===== src/rtl/instr_fetch_unit_if.sv =====
// instr_fetch_unit_if
//   Groups every non-clock signal of the instruction fetch unit.
//   Control-unit side : fetch_en, pc_write, pc_src, reg_target (in),
//                       ir_valid, decoded IR fields, pc, addr_err, proto_err (out)
//   Memory side       : imem_req, imem_addr (out), imem_ack, imem_rdata (in)
//   modport master : the fetch unit
//   modport slave  : control unit + instruction memory (or a bench)
interface instr_fetch_unit_if;
  logic        fetch_en;
  logic        pc_write;
  logic [1:0]  pc_src;
  logic [31:0] reg_target;
  logic        imem_req;
  logic [31:0] imem_addr;
  logic        imem_ack;
  logic [31:0] imem_rdata;
  logic        ir_valid;
  logic [5:0]  opcode;
  logic [5:0]  funcfield;
  logic [4:0]  rs, rt, rd, shamt;
  logic [15:0] imm;
  logic [25:0] jtarget;
  logic [31:0] pc;
  logic        addr_err;
  logic        proto_err;

  modport master (
    input  fetch_en, pc_write, pc_src, reg_target, imem_ack, imem_rdata,
    output imem_req, imem_addr, ir_valid, opcode, funcfield, rs, rt, rd, shamt,
           imm, jtarget, pc, addr_err, proto_err
  );

  modport slave (
    output fetch_en, pc_write, pc_src, reg_target, imem_ack, imem_rdata,
    input  imem_req, imem_addr, ir_valid, opcode, funcfield, rs, rt, rd, shamt,
           imm, jtarget, pc, addr_err, proto_err
  );
endinterface


===== src/rtl/instr_fetch_unit.sv =====
// instr_fetch_unit
//   Holds the PC, fetches 32-bit instructions over a req/ack handshake into
//   the IR, decodes IR fields for the control unit and applies the PC update
//   (hold / branch / jump / register) selected by the control unit.
// Ports
//   clk   : rising-edge clock
//   rst_n : asynchronous active-low reset
//   bus   : instr_fetch_unit_if.master (control, memory and decode signals)
// Params
//   RESET_PC : word-aligned PC value loaded on reset
module instr_fetch_unit #(
  parameter logic [31:0] RESET_PC = 32'h0000_0000
) (
  input  logic                 clk,
  input  logic                 rst_n,
  instr_fetch_unit_if.master   bus
);

  typedef enum logic [1:0] {BOOT = 2'd0, REQ = 2'd1, HOLD = 2'd2} state_e;

  state_e      r_state, w_state_nxt;
  logic [31:0] r_pc;
  logic [31:0] r_ir;
  logic        r_addr_err;
  logic        r_proto_err;

  logic        w_in_req;
  logic        w_misalign;
  logic [31:0] w_br_off;
  logic [31:0] w_pc_upd;

  assign w_in_req   = (r_state == REQ);
  assign w_misalign = (bus.reg_target[1:0] != 2'b00);
  // pc already points past the fetched word, so the branch base is pc itself
  assign w_br_off   = {{14{r_ir[15]}}, r_ir[15:0], 2'b00};

  always_comb begin
    w_pc_upd = r_pc;
    case (bus.pc_src)
      2'b01:   w_pc_upd = r_pc + w_br_off;
      2'b10:   w_pc_upd = {r_pc[31:28], r_ir[25:0], 2'b00};
      2'b11:   w_pc_upd = w_misalign ? r_pc : bus.reg_target;
      default: w_pc_upd = r_pc;
    endcase
  end

  // ---- FSM: state register
  always_ff @(posedge clk or negedge rst_n) begin
    if (!rst_n) r_state <= BOOT;
    else        r_state <= w_state_nxt;
  end

  // ---- FSM: next state
  always_comb begin
    w_state_nxt = r_state;
    case (r_state)
      BOOT:    w_state_nxt = REQ;
      REQ:     if (bus.imem_ack) w_state_nxt = HOLD;
      HOLD:    if (bus.fetch_en) w_state_nxt = REQ;
      default: w_state_nxt = BOOT;
    endcase
  end

  // ---- FSM: outputs (decoded from state only, no input->output path)
  always_comb begin
    bus.imem_req = 1'b0;
    bus.ir_valid = 1'b0;
    case (r_state)
      REQ:     bus.imem_req = 1'b1;
      HOLD:    bus.ir_valid = 1'b1;
      default: ;
    endcase
  end

  // ---- PC / IR / error pulses
  always_ff @(posedge clk or negedge rst_n) begin
    if (!rst_n) begin
      r_pc        <= RESET_PC;
      r_ir        <= '0;
      r_addr_err  <= 1'b0;
      r_proto_err <= 1'b0;
    end else begin
      r_addr_err  <= 1'b0;
      // control requests while a fetch is outstanding are dropped, but flagged
      r_proto_err <= w_in_req & (bus.fetch_en | bus.pc_write);
      if (w_in_req) begin
        if (bus.imem_ack) begin
          r_ir <= bus.imem_rdata;
          r_pc <= r_pc + 32'd4;
        end
      end else if (bus.pc_write) begin
        // BOOT and HOLD both accept PC updates; the following REQ sees the new PC
        r_pc       <= w_pc_upd;
        r_addr_err <= (bus.pc_src == 2'b11) & w_misalign;
      end
    end
  end

  assign bus.imem_addr = r_pc;
  assign bus.pc        = r_pc;
  assign bus.addr_err  = r_addr_err;
  assign bus.proto_err = r_proto_err;
  assign bus.opcode    = r_ir[31:26];
  assign bus.rs        = r_ir[25:21];
  assign bus.rt        = r_ir[20:16];
  assign bus.rd        = r_ir[15:11];
  assign bus.shamt     = r_ir[10:6];
  assign bus.funcfield = r_ir[5:0];
  assign bus.imm       = r_ir[15:0];
  assign bus.jtarget   = r_ir[25:0];

endmodule


===== src/flat_wrapper.sv =====
// flat-port wrapper written by rule: the top's interface ports become plain ports
module instr_fetch_unit_flat 
#(
  parameter logic [31:0] RESET_PC = 32'h0000_0000
)
  (clk, rst_n, bus_fetch_en, bus_pc_write, bus_pc_src, bus_reg_target, bus_imem_ack, bus_imem_rdata, bus_imem_req, bus_imem_addr, bus_ir_valid, bus_opcode, bus_funcfield, bus_rs, bus_rt, bus_rd, bus_shamt, bus_imm, bus_jtarget, bus_pc, bus_addr_err, bus_proto_err);
  instr_fetch_unit_if bus_i ();
  input  logic clk;
  input  logic rst_n;
  input wire logic [$bits(bus_i.fetch_en)-1:0] bus_fetch_en;
  input wire logic [$bits(bus_i.pc_write)-1:0] bus_pc_write;
  input wire logic [$bits(bus_i.pc_src)-1:0] bus_pc_src;
  input wire logic [$bits(bus_i.reg_target)-1:0] bus_reg_target;
  input wire logic [$bits(bus_i.imem_ack)-1:0] bus_imem_ack;
  input wire logic [$bits(bus_i.imem_rdata)-1:0] bus_imem_rdata;
  output wire logic [$bits(bus_i.imem_req)-1:0] bus_imem_req;
  output wire logic [$bits(bus_i.imem_addr)-1:0] bus_imem_addr;
  output wire logic [$bits(bus_i.ir_valid)-1:0] bus_ir_valid;
  output wire logic [$bits(bus_i.opcode)-1:0] bus_opcode;
  output wire logic [$bits(bus_i.funcfield)-1:0] bus_funcfield;
  output wire logic [$bits(bus_i.rs)-1:0] bus_rs;
  output wire logic [$bits(bus_i.rt)-1:0] bus_rt;
  output wire logic [$bits(bus_i.rd)-1:0] bus_rd;
  output wire logic [$bits(bus_i.shamt)-1:0] bus_shamt;
  output wire logic [$bits(bus_i.imm)-1:0] bus_imm;
  output wire logic [$bits(bus_i.jtarget)-1:0] bus_jtarget;
  output wire logic [$bits(bus_i.pc)-1:0] bus_pc;
  output wire logic [$bits(bus_i.addr_err)-1:0] bus_addr_err;
  output wire logic [$bits(bus_i.proto_err)-1:0] bus_proto_err;
  assign bus_i.fetch_en = bus_fetch_en;
  assign bus_i.pc_write = bus_pc_write;
  assign bus_i.pc_src = bus_pc_src;
  assign bus_i.reg_target = bus_reg_target;
  assign bus_i.imem_ack = bus_imem_ack;
  assign bus_i.imem_rdata = bus_imem_rdata;
  assign bus_imem_req = bus_i.imem_req;
  assign bus_imem_addr = bus_i.imem_addr;
  assign bus_ir_valid = bus_i.ir_valid;
  assign bus_opcode = bus_i.opcode;
  assign bus_funcfield = bus_i.funcfield;
  assign bus_rs = bus_i.rs;
  assign bus_rt = bus_i.rt;
  assign bus_rd = bus_i.rd;
  assign bus_shamt = bus_i.shamt;
  assign bus_imm = bus_i.imm;
  assign bus_jtarget = bus_i.jtarget;
  assign bus_pc = bus_i.pc;
  assign bus_addr_err = bus_i.addr_err;
  assign bus_proto_err = bus_i.proto_err;
  instr_fetch_unit #(.RESET_PC(RESET_PC)) u_core (.clk(clk), .rst_n(rst_n), .bus(bus_i));
endmodule

===== config.mk =====
export PLATFORM = sky130hd
export DESIGN_NAME = instr_fetch_unit_flat
export DESIGN_NICKNAME = d
export VERILOG_FILES = /design/src/rtl/instr_fetch_unit_if.sv /design/src/rtl/instr_fetch_unit.sv /design/src/flat_wrapper.sv
export SDC_FILE = /design/constraint.sdc
export NUM_CORES = 1
export LEC_CHECK = 0
export CAP_MARGIN = 20
export CORE_ASPECT_RATIO = 1.1
export CORE_MARGIN = 2
export CORE_UTILIZATION = 43
export CTS_BUF_LIST = sky130_fd_sc_hd__clkbuf_4 sky130_fd_sc_hd__clkbuf_8
export DETAILED_ROUTE_END_ITERATION = 7
export PLACE_DENSITY = 0.8
export SYNTH_ARGS = -nofsm -noshare
export SYNTH_HDL_FRONTEND = slang
export SYNTH_SLANG_ARGS = --single-unit

===== constraint.sdc =====
create_clock -name clk -period 2.5 [get_ports clk]
set_input_delay 0.25 -clock clk [delete_from_list [all_inputs] [get_ports clk]]
set_output_delay 0.25 -clock clk [all_outputs]
set_load 0.02 [all_outputs]

==> metrics.csv <==
stage,metric,value,unit
route,vias,6921,
clocking,CTS root buf,clkbuf_8,
clocking,clock buffer depth,2,
critical_path,Crit Path Max Fanout,7,
pwr,VDD IR-drop max,947.7,uV
pwr,clock share of power,0.065,
hold_path,worst hold path class,in2reg,
critical_path,worst path required time,2.78,ns
critical_path,crit start category,register,
route,number of vias per cell,5.748,
route,final WL,22.35,mm
route,WL/cell,18.56,um
placement,DP Wirelength,16.50,mm
floorplanning,Core Region,13790,um^2
critical_path,crit path DAT,2.88,ns
clocking,total CTS buffers,9,
route,DRT iter0 DRCs,728,
synth,"Seq/Total Area, Yosys",0.2805,
timing,Max-Slew Margin vs Limit,0.5459,
placement,IO buf count,212,
timing,Pins Over Slew Limit,0,
synth,Synth cell types,86,
finish,final instance area,9306,um^2
pwr,Int Pwr,8.546,mW
timing,setup ws final,-0.09895,ns
pwr,PD cells,1763,nW/um^2
timing,Fmax achieved,0.3848,GHz
route,met2 wire len,10.77,mm
finish,Synth-to-Final Area Change,53.42,%
route,max layer used,met4,
route,M1 WL,8.965,mm
floorplanning,die area,15070,um^2
synth,number of flops mapped to enable cells by yosys,0,
finish,fraction of layout cells with a size suffix above 1,0.2274,
clocking,H-Tree Depth,3,
timing,final setup fails,5,
floorplanning,IO Pins,213,
floorplanning,Starting Density,0.4397,
critical_path,CP Capture Type,register,
route,Antenna Violating Nets Remaining,0,
global_route,initial antenna violation count,0,
synth,Yosys warnings,0,
route,Remaining DRCs,0,
global_route,number of global-route vias before repair,6661,
placement,placed cell area,8768,um^2
timing,RSZ-0062 raised after global routing,yes,
critical_path,WS Path Type,reg2reg,
timing,Tcrit/Tclk final,1.040,
status,run status,"finished, violations left",
finish,final cell count without fillers,1204,
synth,syn_area_per_cell,7.950,um^2
global_route,Total GRT Usage,0.2908,
status,failing checks,negative setup slack,
timing,Worst-Margin Slew,0.6812,ns
timing,worst clock skew,0.01437,ns
placement,Routability Congestion,0.9382,
pwr,leakage,4.057,nW
synth,Synth async-reset ratio,1.000,
clocking,clock-pin transition on the worst setup and hold timing paths,0.09,ns
placement,dpl ws,-0.1726,ns
route,Initial DRT Pass Iterations,5,
clocking,CTS tree,done,
pwr,Psw,7.863,mW
finish,ant diodes,0,
job,Max Cap Viol,0,
global_route,first-pass GRT wire length,34.14,mm
synth,#FFs+latches synth,68,
pwr,Gate power share,0.806,
floorplanning,Die X,117.2,um
synth,cell count after synthesis,763,
floorplanning,die height,128.6,um
clocking,"Clk Latency, worst-skew pair",0.39,ns
pwr,Seq pwr share,0.129,
synth,syn_nets,868,
synth,"Cell Area, Synth",6066,um^2
timing,Final Hold Fails,0,
pwr,switching share of power,0.4792,
placement,Placed Cells incl. Taps,1176,
pwr,"Power, Total",16.41,mW
finish,fin nets,1117,
floorplanning,# rows,45,
timing,min Tclk post-route,2.599,ns
clocking,clock sinks,68,
route,met3 WL,1.912,mm
global_route,largest net degree at the start of global routing,42,
synth,ys flop type,dfrtp_1,
global_route,gr ovfl total,0,
## per-layer routing
layer / up-vias / GRT usage
met5: - / 0
met4: 0 / 0.1107
met3: 65 / 0.05134
met2: 373 / 0.4811
met1: 3287 / 0.3772
li1: 3196 / -
## power groups by stage
stage | Combinational [mW] | Sequential (mW) | Clock (mW)
final | 13.2 | 2.12 | 1.07
after global routing | 14.1 | 2.17 | 1.12
after CTS | 12.4 | 2.09 | 1.08
after global placement | 11.9 | 2.12 | 0
after floorplan | 6.67 | 2.92 | 0
after detailed placement | 12.0 | 2.14 | 0
## registers in the layout (all words and copies together), names as in the netlist
register and cells:
u_core.r_ir 32, u_core.bus.addr_err 1, u_core.bus.imem_addr 32, u_core.bus.proto_err 1, u_core.r_state 2
## cells in the final DEF (no fill, tap or decap), types with 7 or more instances in the layout
cell type | synthesis | routed
a221oi_1 | 16 | 15
clkdlybuf4s50_1 | 0 | 210
a31oi_1 | 8 | 8
buf_4 | 74 | 134
and2_1 | 10 | 8
nor2_1 | 34 | 32
xnor2_1 | 8 | 8
ha_1 | 33 | 23
dfrtp_1 | 68 | 65
xor2_1 | 7 | 7
a21o_1 | 16 | 16
o21ai_0 | 37 | 31
and3_1 | 14 | 13
o21ai_1 | 5 | 7
nand3_1 | 23 | 23
inv_1 | 12 | 12
nand4_1 | 11 | 11
ha_4 | 0 | 9
a22oi_1 | 7 | 7
nand2_1 | 139 | 138
a21oi_1 | 69 | 63
clkbuf_8 | 0 | 10
## through the flow
stage,util,hold WS (ns),TNS [ns]
after global placement,0.6356,0.3162,-0.1544
final,0.6746,0.3909,-0.1916
after floorplan,-,-0.04559,-0.1313
after detailed placement,0.6356,0.3232,-0.4335
after CTS,0.6581,0.3826,-0.1515
after global routing,0.6746,0.3987,-0.9134
## cells in the mapped netlist (7+ instances only)
master	count	area, um^2
nand2_1	139	521.8
buf_4	74	555.5
a21oi_1	69	345.3
dfrtp_1	68	1702
o21ai_0	37	185.2
nor2_1	34	127.6
ha_1	33	412.9
clkbuf_1	25	93.84
nand3_1	23	115.1
a21o_1	16	120.1
a221oi_1	16	140.1
and3_1	14	87.58
inv_1	12	45.04
nand4_1	11	68.82
and2_1	10	62.56
a31oi_1	8	50.05
xnor2_1	8	70.07
a22oi_1	7	52.55
o22ai_1	7	43.79
xor2_1	7	61.31
## repair_timing
item | in CTS | in global routing
pin swaps | 6 | 28
hold buffers | 1 | 0
buffers inserted | 6 | 6
endpoints found under the hold margin | 27 | 0
resized for setup | 12 | 39
endpoints found under the setup margin | 7 | 18
## layout make-up
cell class | instances | area, um^2
clock buffers | 11 | 145.1
multi-input cells | 569 | 3892
well taps | 188 | 235.2
repair buffers | 351 | 3202
flip-flops and latches | 68 | 1708
fillers | 1103 | 4488
inverters | 13 | 48.80
clock inverters | 4 | 75.07
## worst max-delay path: stages (launching register included)
cell	delay (ns)
dfrtp_4	0.54
buf_8	0.17
ha_4	0.29
nand2_1	0.07
o21ai_2	0.15
or2_4	0.17
o22ai_4	0.08
a21oi_4	0.25
a2111oi_4	0.11
a2111o_1	0.35
a221o_1	0.31
## kinds of logic after synthesis
| group | count (synthesis) | synth area share |
|---|---|---|
| buf+inv | 126 | 0.1275 |
| mux | 7 | 0.01196 |
| fa+ha+maj | 34 | 0.07137 |
| xor+xnor | 15 | 0.02166 |
| simple gates | 276 | 0.2195 |
| compound gates | 237 | 0.2675 |
| flops | 68 | 0.2805 |
## final timing paths
| path | from | endpoint | slack [ns] | cells after the start |
|---|---|---|---|---|
| worst max register to register | u_core.r_ir[15] | u_core.bus.imem_addr[31] | -0.1 | 10 |
| worst max-delay path | u_core.r_ir[15] | u_core.bus.imem_addr[31] | -0.1 | 10 |
| worst min register to register | u_core.r_state[1] | u_core.r_state[0] | 0.48 | 1 |
| worst min-delay path | bus_imem_rdata[24] | u_core.r_ir[24] | 0.39 | 3 |
| max in group asynchronous | rst_n | u_core.r_ir[15] | 1.35 | 3 |
| min in group asynchronous | rst_n | u_core.r_ir[24] | 0.45 | 2 |
No activity file was read; power rests on OpenSTA's default activity.
